<file path="src/rtl/mem_arb_pkg.sv">
// rtl/mem_arb_pkg.sv - shared state and owner encodings for the memory port arbiter
package mem_arb_pkg;

  typedef enum logic [1:0] {
    IDLE  = 2'd0,
    CMD   = 2'd1,
    RDATA = 2'd2,
    WDATA = 2'd3
  } arb_state_t;

  typedef enum logic [1:0] {
    NONE   = 2'd0,
    OWN_IR = 2'd1,
    OWN_DR = 2'd2,
    OWN_DW = 2'd3
  } arb_owner_t;

endpackage

</file>
<file path="src/rtl/mem_arb_priority.sv">
// rtl/mem_arb_priority.sv - combinational winner select: dw > dr > ir, with instruction-fetch starvation override
module mem_arb_priority
  import mem_arb_pkg::*;
(
  input  logic       i_ir_req,
  input  logic       i_dr_req,
  input  logic       i_dw_req,
  input  logic       i_ir_starved,
  output logic [1:0] o_winner
);

  always_comb begin
    o_winner = NONE;
    if (i_ir_req && i_ir_starved) o_winner = OWN_IR;
    else if (i_dw_req)            o_winner = OWN_DW;
    else if (i_dr_req)            o_winner = OWN_DR;
    else if (i_ir_req)            o_winner = OWN_IR;
  end

endmodule

</file>
<file path="src/rtl/mem_port_arbiter.sv">
// rtl/mem_port_arbiter.sv - shares one burst memory port between I-refill, D-refill and D-write-back
module mem_port_arbiter
  import mem_arb_pkg::*;
#(
  parameter int ADDR_WIDTH   = 26,
  parameter int DATA_WIDTH   = 32,
  parameter int BURST_LEN    = 4,
  parameter int MAX_D_STREAK = 4
) (
  input  logic                  clk,
  input  logic                  rst_n,
  input  logic                  ir_req,
  input  logic [ADDR_WIDTH-1:0] ir_addr,
  output logic                  ir_grant,
  output logic                  ir_rvalid,
  input  logic                  dr_req,
  input  logic [ADDR_WIDTH-1:0] dr_addr,
  output logic                  dr_grant,
  output logic                  dr_rvalid,
  input  logic                  dw_req,
  input  logic [ADDR_WIDTH-1:0] dw_addr,
  input  logic [DATA_WIDTH-1:0] dw_wdata,
  output logic                  dw_grant,
  output logic                  dw_wnext,
  output logic [DATA_WIDTH-1:0] rdata,
  output logic                  mem_req,
  output logic                  mem_we,
  output logic [ADDR_WIDTH-1:0] mem_addr,
  input  logic                  mem_gnt,
  output logic [DATA_WIDTH-1:0] mem_wdata,
  input  logic                  mem_wready,
  input  logic [DATA_WIDTH-1:0] mem_rdata,
  input  logic                  mem_rvalid,
  output logic                  busy,
  output logic                  protocol_err
);

  localparam int BW = $clog2(BURST_LEN);
  localparam int SW = $clog2(MAX_D_STREAK + 1);

  arb_state_t            r_state;
  arb_state_t            w_state_nxt;
  arb_owner_t            r_owner;
  arb_owner_t            w_winner;
  logic [1:0]            w_winner_raw;
  logic [BW-1:0]         r_beat_cnt;
  logic [SW-1:0]         r_streak_cnt;
  logic [ADDR_WIDTH-1:0] r_mem_addr;
  logic [ADDR_WIDTH-1:0] w_sel_addr;
  logic                  r_mem_we;
  logic                  r_protocol_err;
  logic                  w_starved;
  logic                  w_arb;
  logic                  w_rd_beat;
  logic                  w_wr_beat;
  logic                  w_last_beat;
  logic                  w_err;

  assign w_starved = ir_req && (r_streak_cnt == SW'(MAX_D_STREAK));

  mem_arb_priority u_prio (
    .i_ir_req    (ir_req),
    .i_dr_req    (dr_req),
    .i_dw_req    (dw_req),
    .i_ir_starved(w_starved),
    .o_winner    (w_winner_raw)
  );

  assign w_winner    = arb_owner_t'(w_winner_raw);
  assign w_arb       = (r_state == IDLE) && (w_winner != NONE);
  assign w_rd_beat   = (r_state == RDATA) && mem_rvalid;
  assign w_wr_beat   = (r_state == WDATA) && mem_wready;
  assign w_last_beat = (r_beat_cnt == BW'(BURST_LEN - 1));
  // Beats or grants in the wrong state are dropped and flagged; a stray wready during a read is flagged too
  assign w_err = (mem_rvalid && (r_state != RDATA)) ||
                 (mem_wready && (r_state != WDATA)) ||
                 (mem_gnt    && (r_state != CMD));

  always_comb begin
    case (w_winner)
      OWN_DW:  w_sel_addr = dw_addr;
      OWN_DR:  w_sel_addr = dr_addr;
      default: w_sel_addr = ir_addr;
    endcase
  end

  always_ff @(posedge clk or negedge rst_n) begin
    if (!rst_n) r_state <= IDLE;
    else        r_state <= w_state_nxt;
  end

  always_comb begin
    w_state_nxt = r_state;
    case (r_state)
      IDLE:    if (w_arb) w_state_nxt = CMD;
      CMD:     if (mem_gnt) w_state_nxt = r_mem_we ? WDATA : RDATA;
      RDATA:   if (w_rd_beat && w_last_beat) w_state_nxt = IDLE;
      WDATA:   if (w_wr_beat && w_last_beat) w_state_nxt = IDLE;
      default: w_state_nxt = IDLE;
    endcase
  end

  always_comb begin
    ir_grant  = w_arb && (w_winner == OWN_IR);
    dr_grant  = w_arb && (w_winner == OWN_DR);
    dw_grant  = w_arb && (w_winner == OWN_DW);
    ir_rvalid = w_rd_beat && (r_owner == OWN_IR);
    dr_rvalid = w_rd_beat && (r_owner == OWN_DR);
    dw_wnext  = w_wr_beat;
    mem_req   = (r_state == CMD);
    busy      = (r_state != IDLE);
  end

  always_ff @(posedge clk or negedge rst_n) begin
    if (!rst_n) begin
      r_owner        <= NONE;
      r_beat_cnt     <= '0;
      r_streak_cnt   <= '0;
      r_mem_addr     <= '0;
      r_mem_we       <= 1'b0;
      r_protocol_err <= 1'b0;
    end else begin
      if (w_err) r_protocol_err <= 1'b1;
      if (w_arb) begin
        r_owner    <= w_winner;
        r_mem_addr <= w_sel_addr;
        r_mem_we   <= (w_winner == OWN_DW);
        // Streak only counts D-side wins that made a waiting I-fetch wait longer
        if ((w_winner == OWN_IR) || !ir_req) r_streak_cnt <= '0;
        else if (r_streak_cnt != SW'(MAX_D_STREAK)) r_streak_cnt <= r_streak_cnt + SW'(1);
      end
      if ((r_state == CMD) && mem_gnt) r_beat_cnt <= '0;
      if (w_rd_beat || w_wr_beat) begin
        r_beat_cnt <= r_beat_cnt + BW'(1);
        if (w_last_beat) r_owner <= NONE;
      end
    end
  end

  assign mem_addr     = r_mem_addr;
  assign mem_we       = r_mem_we;
  assign protocol_err = r_protocol_err;
  assign rdata        = mem_rdata;
  assign mem_wdata    = dw_wdata;

endmodule
</file>
<file path="config.mk">
export PLATFORM = sky130hd
export DESIGN_NAME = mem_port_arbiter
export DESIGN_NICKNAME = d
export VERILOG_FILES = /design/src/rtl/mem_arb_pkg.sv /design/src/rtl/mem_arb_priority.sv /design/src/rtl/mem_port_arbiter.sv
export SDC_FILE = /design/constraint.sdc
export NUM_CORES = 1
export LEC_CHECK = 0
export CAP_MARGIN = 20
export CORE_UTILIZATION = 29
export CTS_BUF_LIST = sky130_fd_sc_hd__clkbuf_16
export DETAILED_ROUTE_END_ITERATION = 8
export PLACE_DENSITY_LB_ADDON = 0.08
export SYNTH_ARGS = -nofsm -noshare
export SYNTH_HDL_FRONTEND = slang
export SYNTH_SLANG_ARGS = --single-unit
</file>
<file path="constraint.sdc">
create_clock -name clk -period 1.35 [get_ports clk]
set_input_delay 0.135 -clock clk [delete_from_list [all_inputs] [get_ports clk]]
set_output_delay 0.135 -clock clk [all_outputs]
set_load 0.01 [all_outputs]
</file>
==> impl_metrics.py, run 1 <==
metrics = {
    "outcome": {
        "status": "complete, but fails checks",
        "violations": "setup timing",
    },
    "placement": {
        "dp_cells": 525,
        "dp_hpwl_mm": 8.33,
        "post_dp_cell_area_um2": 3970,
        "io_buffers": 121,
        "gp_congestion": 0.775,
    },
    "layout": {
        "antenna_cells": 0,
        "area_growth_pct": 67.6,
        "fin_area_um2": 4760,
        "fin_cells": 559,
        "final_util_pct": 50.8,
        "final_layout_size_suffix_gt1_share_pct": 36.5,
        "nets": 583,
    },
    "drt": {
        "firstDrtPassIters": 6,
        "wl_per_cell_um": 22.3,
        "via_per_inst": 5.27,
        "drt-initial-drc-count": 93,
        "via_count": 2948,
        "drt-total-wl_mm": 12.5,
        "ant_nets": 0,
        "drc": 0,
    },
    "sta": {
        "final.period_utilization_pct": 123,
        "slew_violations": 0,
        "setup_viol_count_final": 41,
        "max_slew_margin_pct": 74.5,
        "skew_ns": 0.00225,
        "rsz0062_at_grt": "yes",
        "fin_ws_ns": -0.313,
        "hold_viol": 0,
        "fmax_mhz": 601,
        "finalCriticalPeriod_ns": 1.66,
        "hold_ws_ns": 0.270,
        "worst_pin_slew_ns": 0.382,
    },
    "logic_synthesis": {
        "synth_area_um2": 2840,
        "yosysSeqAreaShare_pct": 32.6,
        "syn_area_per_cell_um2": 8.72,
        "ys_seq_elements": 37,
        "syn-instance-count": 326,
        "yosysWarnings": 0,
        "syn_nets": 479,
        "synth_cell_types": 40,
    },
    "global_routing": {
        "antenna_found_initial": 0,
        "grt_max_degree": 38,
        "gr-total-overflow": 0,
        "grt_use_total_pct": 21.7,
        "grt_first_pass_wirelength_mm": 16.4,
        "grt_pass1_vias": 2775,
    },
    "power_and_ir_drop": {
        "p_per_area_nw_per_um2": 1640,
        "p_leak_nw": 1.94,
        "irDropWorstVdd_uv": 715,
        "power_mw": 7.79,
    },
    "floorplan": {
        "fp-row-count": 35,
        "io_pins": 250,
        "initial_core_util_pct": 30.3,
        "die_area_um2": 10200,
        "die_h_um": 101,
        "coreArea_um2": 9370,
        "die_w_um": 101,
    },
    "clocking": {
        "clk_pin_slew_ns": 0.06,
        "cts_sinks": 37,
        "cts_buffers": 5,
        "cts_max_level": 2,
        "tritoncts": "yes",
        "cts-root-buf": "clkbuf_16",
        "clkLatencyLatePin_ns": 0.28,
        "ctsLongestPathBuffers": 2,
    },
    "setup_path": {
        "cp-end-kind": "flip-flop",
        "cp_max_fo": 11,
        "cp.arrival_ns": 1.82,
        "required_ns": 1.51,
        "slowest_delay_ns": 0.39,
        "start_kind": "flip-flop",
        "critPathSlowestCell": "dfrtp_1",
        "critical_path.cell_chain": "inv_2 -> ha_4 -> buf_6 -> nand3_2 -> buf_4 -> clkbuf_16 -> nand4_1 -> o22ai_2",
        "path_class": "flip-flop to flip-flop",
    },
    "worst_hold_path": {
        "hold_path.class": "input port to output pin",
    },
    "flow_run": {
        "max_cap_viol_count": 0,
    },
}
## final cells by class
type	count	area (µm²)
fill	920	4610
clock buffer	5	125
multi-input combinational	188	1530
tap	129	161
clock inverter	2	7.51
timing repair buffer	191	1980
inverter	7	28.8
sequential	37	926
## cell families after synthesis
| family | after synthesis | synth area share (%) |
|---|---|---|
| xor+xnor | 1 | 0.308 |
| compound gates | 123 | 30.2 |
| buf+inv | 102 | 23.8 |
| flops | 37 | 32.6 |
| simple gates | 57 | 10.7 |
| mux | 3 | 1.10 |
| fa+ha+maj | 3 | 1.32 |
## through the flow
step                TNS, ns  worst slack, ns
floorplan            -0.851          -0.0817
global placement     -16.71           -0.527
detailed placement   -17.51           -0.541
CTS                   -8.17           -0.308
global route         -10.76           -0.363
finish                -8.23           -0.313
## what timing repair did
action	4_1_cts	5_1_grt
gates resized for setup	86	40
pin swaps	7	17
hold buffers	1	0
buffers inserted	12	8
cloned	0	7
endpoints found under the hold margin	37	0
setup endpoints to repair	46	61
## where the power goes
part	total [mW]	switching, mW	leakage [nW]	internal [mW]
clock	1.11	0.451	0.0685	0.661
combinational	4.62	2.02	1.45	2.60
sequential	2.06	0.410	0.422	1.65
## per-layer routing
| layer | part of all wire, % | GRT usage (%) | vias to the layer above |
|---|---|---|---|
| li1 | - | - | 1355 |
| met1 | 38 | 23.8 | 1418 |
| met2 | 50 | 37.7 | 166 |
| met3 | 11 | 10.7 | 9 |
| met4 | 1.2 | 5.02 | 0 |
| met5 | 0 | 0 | - |
## worst paths after layout
path | cells past startpoint | slack, ns | to | startpoint
min in group asynchronous | 3 | 0.34 | r_beat_cnt[1] | rst_n
setup / recovery | 8 | -0.31 | r_streak_cnt[1] | r_streak_cnt[1]
hold reg to reg | 1 | 0.46 | protocol_err | protocol_err
max in group asynchronous | 3 | 0.78 | r_streak_cnt[2] | rst_n
hold / removal | 0 | 0.27 | rdata[29] | mem_rdata[29]
setup reg to reg | 8 | -0.31 | r_streak_cnt[1] | r_streak_cnt[1]
## synthesized netlist by cell type
master     n  share of area, %
nand3_2    1              0.35
mux2i_1    2              0.70
o21ai_0    8               1.4
dfrtp_1   37                33
a32o_1     1              0.35
o22ai_1    1              0.22
a21oi_2   20               6.2
buf_2     13               2.3
mux2_1     1              0.40
and3_1     4              0.88
nor2b_1    2              0.44
nand4_1    2              0.44
ha_1       3               1.3
o21ai_1   22               3.9
clkbuf_1  11               1.5
nand2_1    5              0.66
or2_2      1              0.22
a211oi_1   1              0.26
inv_1      6              0.79
a22o_1     2              0.62
nand3_1   28               4.9
a211o_1    2              0.62
nand3b_1   2              0.53
o311ai_0   1              0.31
a21o_1     2              0.53
or3b_2     1              0.31
nor3b_1    1              0.26
nor2_1     5              0.66
o41ai_1    1              0.31
xnor2_1    1              0.31
nor2_2     1              0.22
nand2b_1   1              0.22
or3_1      1              0.22
nor3_1     2              0.35
a21oi_1   10               1.8
a311oi_1  26               8.0
buf_4     68                18
inv_2      1              0.13
a31oi_1   26               5.7
buf_6      3               1.2
## state kept, by name, summed over array words and instances (netlist names)
signal	count
r_streak_cnt	3
r_owner	2
mem_addr	26
r_beat_cnt	2
protocol_err	1
mem_we	1
r_state	2
## worst max-delay path, delay by kind of cell, from the launching register on
family,cells,cell delay [ns]
adders and majority gates,1,0.14
DFF,1,0.39
AOI/OAI and AO/OA,1,0.10
and+or+nand+nor,2,0.33
buffers and inverters,4,0.57
## cells in the final DEF, fill, tap and decap left out, types with 5 or more instances in the layout
cell type / netlist / routed
dlymetal6s2s_1: 0 / 17
o21ai_0: 8 / 7
inv_1: 6 / 5
a311oi_2: 0 / 23
a31oi_1: 26 / 26
buf_12: 0 / 6
a21oi_2: 20 / 21
dfrtp_1: 37 / 37
a21oi_1: 10 / 9
buf_4: 68 / 45
buf_2: 13 / 6
nand3_1: 28 / 28
o21ai_1: 22 / 23
clkdlybuf4s50_1: 0 / 91
buf_6: 3 / 13
clkbuf_16: 0 / 11
No activity file was read; power rests on OpenSTA's default activity.
==> run 2: changes to the inputs <==
- CTS_BUF_LIST: sky130_fd_sc_hd__clkbuf_16 -> sky130_fd_sc_hd__clkbuf_2
- GPL_ROUTABILITY_DRIVEN: not set -> 0
==> impl_metrics.py, run 2 (synthesis gave the netlist of run 1 again) <==
metrics = {
    "power_and_ir_drop": {
        "p_leak_nw": 1.94,
        "p_per_area_nw_per_um2": 1560,
        "irDropWorstVdd_uv": 537,
        "power_mw": 7.56,
    },
    "drt": {
        "via_count": 3074,
        "drc": 0,
        "wl_per_cell_um": 21.4,
        "firstDrtPassIters": 4,
        "ant_nets": 0,
        "drt-initial-drc-count": 100,
        "drt-total-wl_mm": 12.4,
        "via_per_inst": 5.31,
    },
    "setup_path": {
        "cp-end-kind": "output pin",
        "reg2reg_to": "mem_addr[19]",
        "crit_path_start": "r_streak_cnt[1]",
        "start_kind": "flip-flop",
        "ff2ff_path_depth": 8,
        "cp_max_fo": 3,
        "required_ns": 1.22,
        "path_class": "flip-flop to output pin",
        "cp.arrival_ns": 1.66,
        "r2r-start": "r_streak_cnt[1]",
        "setup.worst_path.end": "ir_grant",
        "r2r_slack_ns": -0.44,
    },
    "sta": {
        "final.period_utilization_pct": 133,
        "hold_viol": 0,
        "fin_ws_ns": -0.447,
        "skew_ns": 0.00293,
        "max_slew_margin_pct": 75.0,
        "worst_pin_slew_ns": 0.375,
        "slew_violations": 0,
        "finalSetupTns_ns": -12.88,
        "rsz0062_at_grt": "yes",
        "finalCriticalPeriod_ns": 1.80,
        "setup_viol_count_final": 42,
        "fmax_mhz": 557,
    },
    "clocking": {
        "cts_max_level": 2,
        "clkLatencyLatePin_ns": 0.39,
        "cts-root-buf": "clkbuf_2",
        "cts_buffers": 5,
        "cts_sinks": 37,
        "tritoncts": "yes",
        "clk_pin_slew_ns": 0.20,
        "ctsLongestPathBuffers": 2,
    },
    "layout": {
        "nets": 603,
        "area_growth_pct": 70.8,
        "largest_reg_flops": 26,
        "layout_commonest_cell": "clkdlybuf4s50_1",
        "n_fill_cell": 922,
        "antenna_cells": 0,
        "mostFrequentLayoutCells": "clkdlybuf4s50_1 (84), buf_4 (54), dfrtp_1 (37)",
        "final_layout_size_suffix_gt1_share_pct": 39.1,
    },
    "worst_hold_path": {
        "hold_path.class": "input port to async pin",
    },
    "global_routing": {
        "grt_pass1_vias": 3036,
        "grt_first_pass_wirelength_mm": 17.8,
        "grt_use_total_pct": 23.7,
        "grt_max_degree": 38,
        "gr-total-overflow": 0,
        "antenna_found_initial": 0,
    },
    "placement": {
        "pre_cts_slack_ns": -0.541,
        "io_buffers": 121,
        "dp_hpwl_mm": 8.33,
    },
    "floorplan": {
        "coreArea_um2": 9370,
        "die_h_um": 101,
        "die_area_um2": 10200,
        "io_pins": 250,
        "fp-row-count": 35,
        "die_w_um": 101,
        "initial_core_util_pct": 30.3,
    },
    "outcome": {
        "status": "complete, but fails checks",
        "violations": "setup timing",
    },
    "flow_run": {
        "max_cap_viol_count": 0,
    },
}
-- run 2: critical path, stage by stage (launching register included) --
cell and delay (ns):
dfrtp_1 0.44, inv_2 0.09, ha_4 0.14, nand2_2 0.06, a211o_1 0.28, a21oi_2 0.11
buf_2 0.14
-- run 2: worst min path at each step --
stage / from / to / slack [ns] / depth (start not counted)
2_1_floorplan: rst_n / mem_addr[0] / -0.16 / 0
3_3_place_gp: rst_n / protocol_err / 0.13 / 2
3_5_place_dp: rst_n / protocol_err / 0.13 / 2
4_1_cts: rst_n / mem_addr[22] / 0.20 / 3
5_1_grt: rst_n / r_beat_cnt[1] / 0.19 / 3
6_report: rst_n / r_beat_cnt[1] / 0.19 / 3
-- run 2: timing repair --
item	in CTS	in global routing
setup endpoints to repair	71	43
resized for setup	129	20
hold endpoints to repair	37	0
hold buffers	1	0
gates cloned	5	0
pin swaps	26	27
setup buffers	42	9
-- run 2: report_power, final --
group | internal, mW | switching [mW] | leakage (nW)
combinational | 2.90 | 2.16 | 1.49
clock | 0.121 | 0.397 | 0.0265
sequential | 1.64 | 0.356 | 0.422
-- run 2: layer usage --
metal  global-route usage (%)  share of wire [%]  vias up
li1                         -                  -     1401
met2                     41.1                 49      186
met1                     26.2                 37     1460
met3                     10.3                 12       25
met4                     6.58                2.5        2
met5                     3.08               0.35        -
-- run 2: metrics by stage --
stage | instance area [µm²] | instances | hold WS, ns | utilization, %
floorplan | 2890 | 326 | -0.161 | -
global placement | 3970 | 525 | 0.128 | 42.3
detailed placement | 3970 | 525 | 0.127 | 42.3
CTS | 4740 | 575 | 0.198 | 50.6
global route | 4850 | 579 | 0.189 | 51.8
finish | 4850 | 579 | 0.190 | 51.8
-- run 2: final cells by class --
cell class | count | area, µm² | area share, %
Tap cell | 129 | 161 | 3.33
Sequential cell | 37 | 926 | 19.1
Multi-Input combinational cell | 187 | 1530 | 31.6
Timing Repair Buffer | 212 | 2170 | 44.7
Clock buffer | 6 | 30.0 | 0.619
Clock inverter | 1 | 3.75 | 0.0773
Inverter | 7 | 28.8 | 0.593
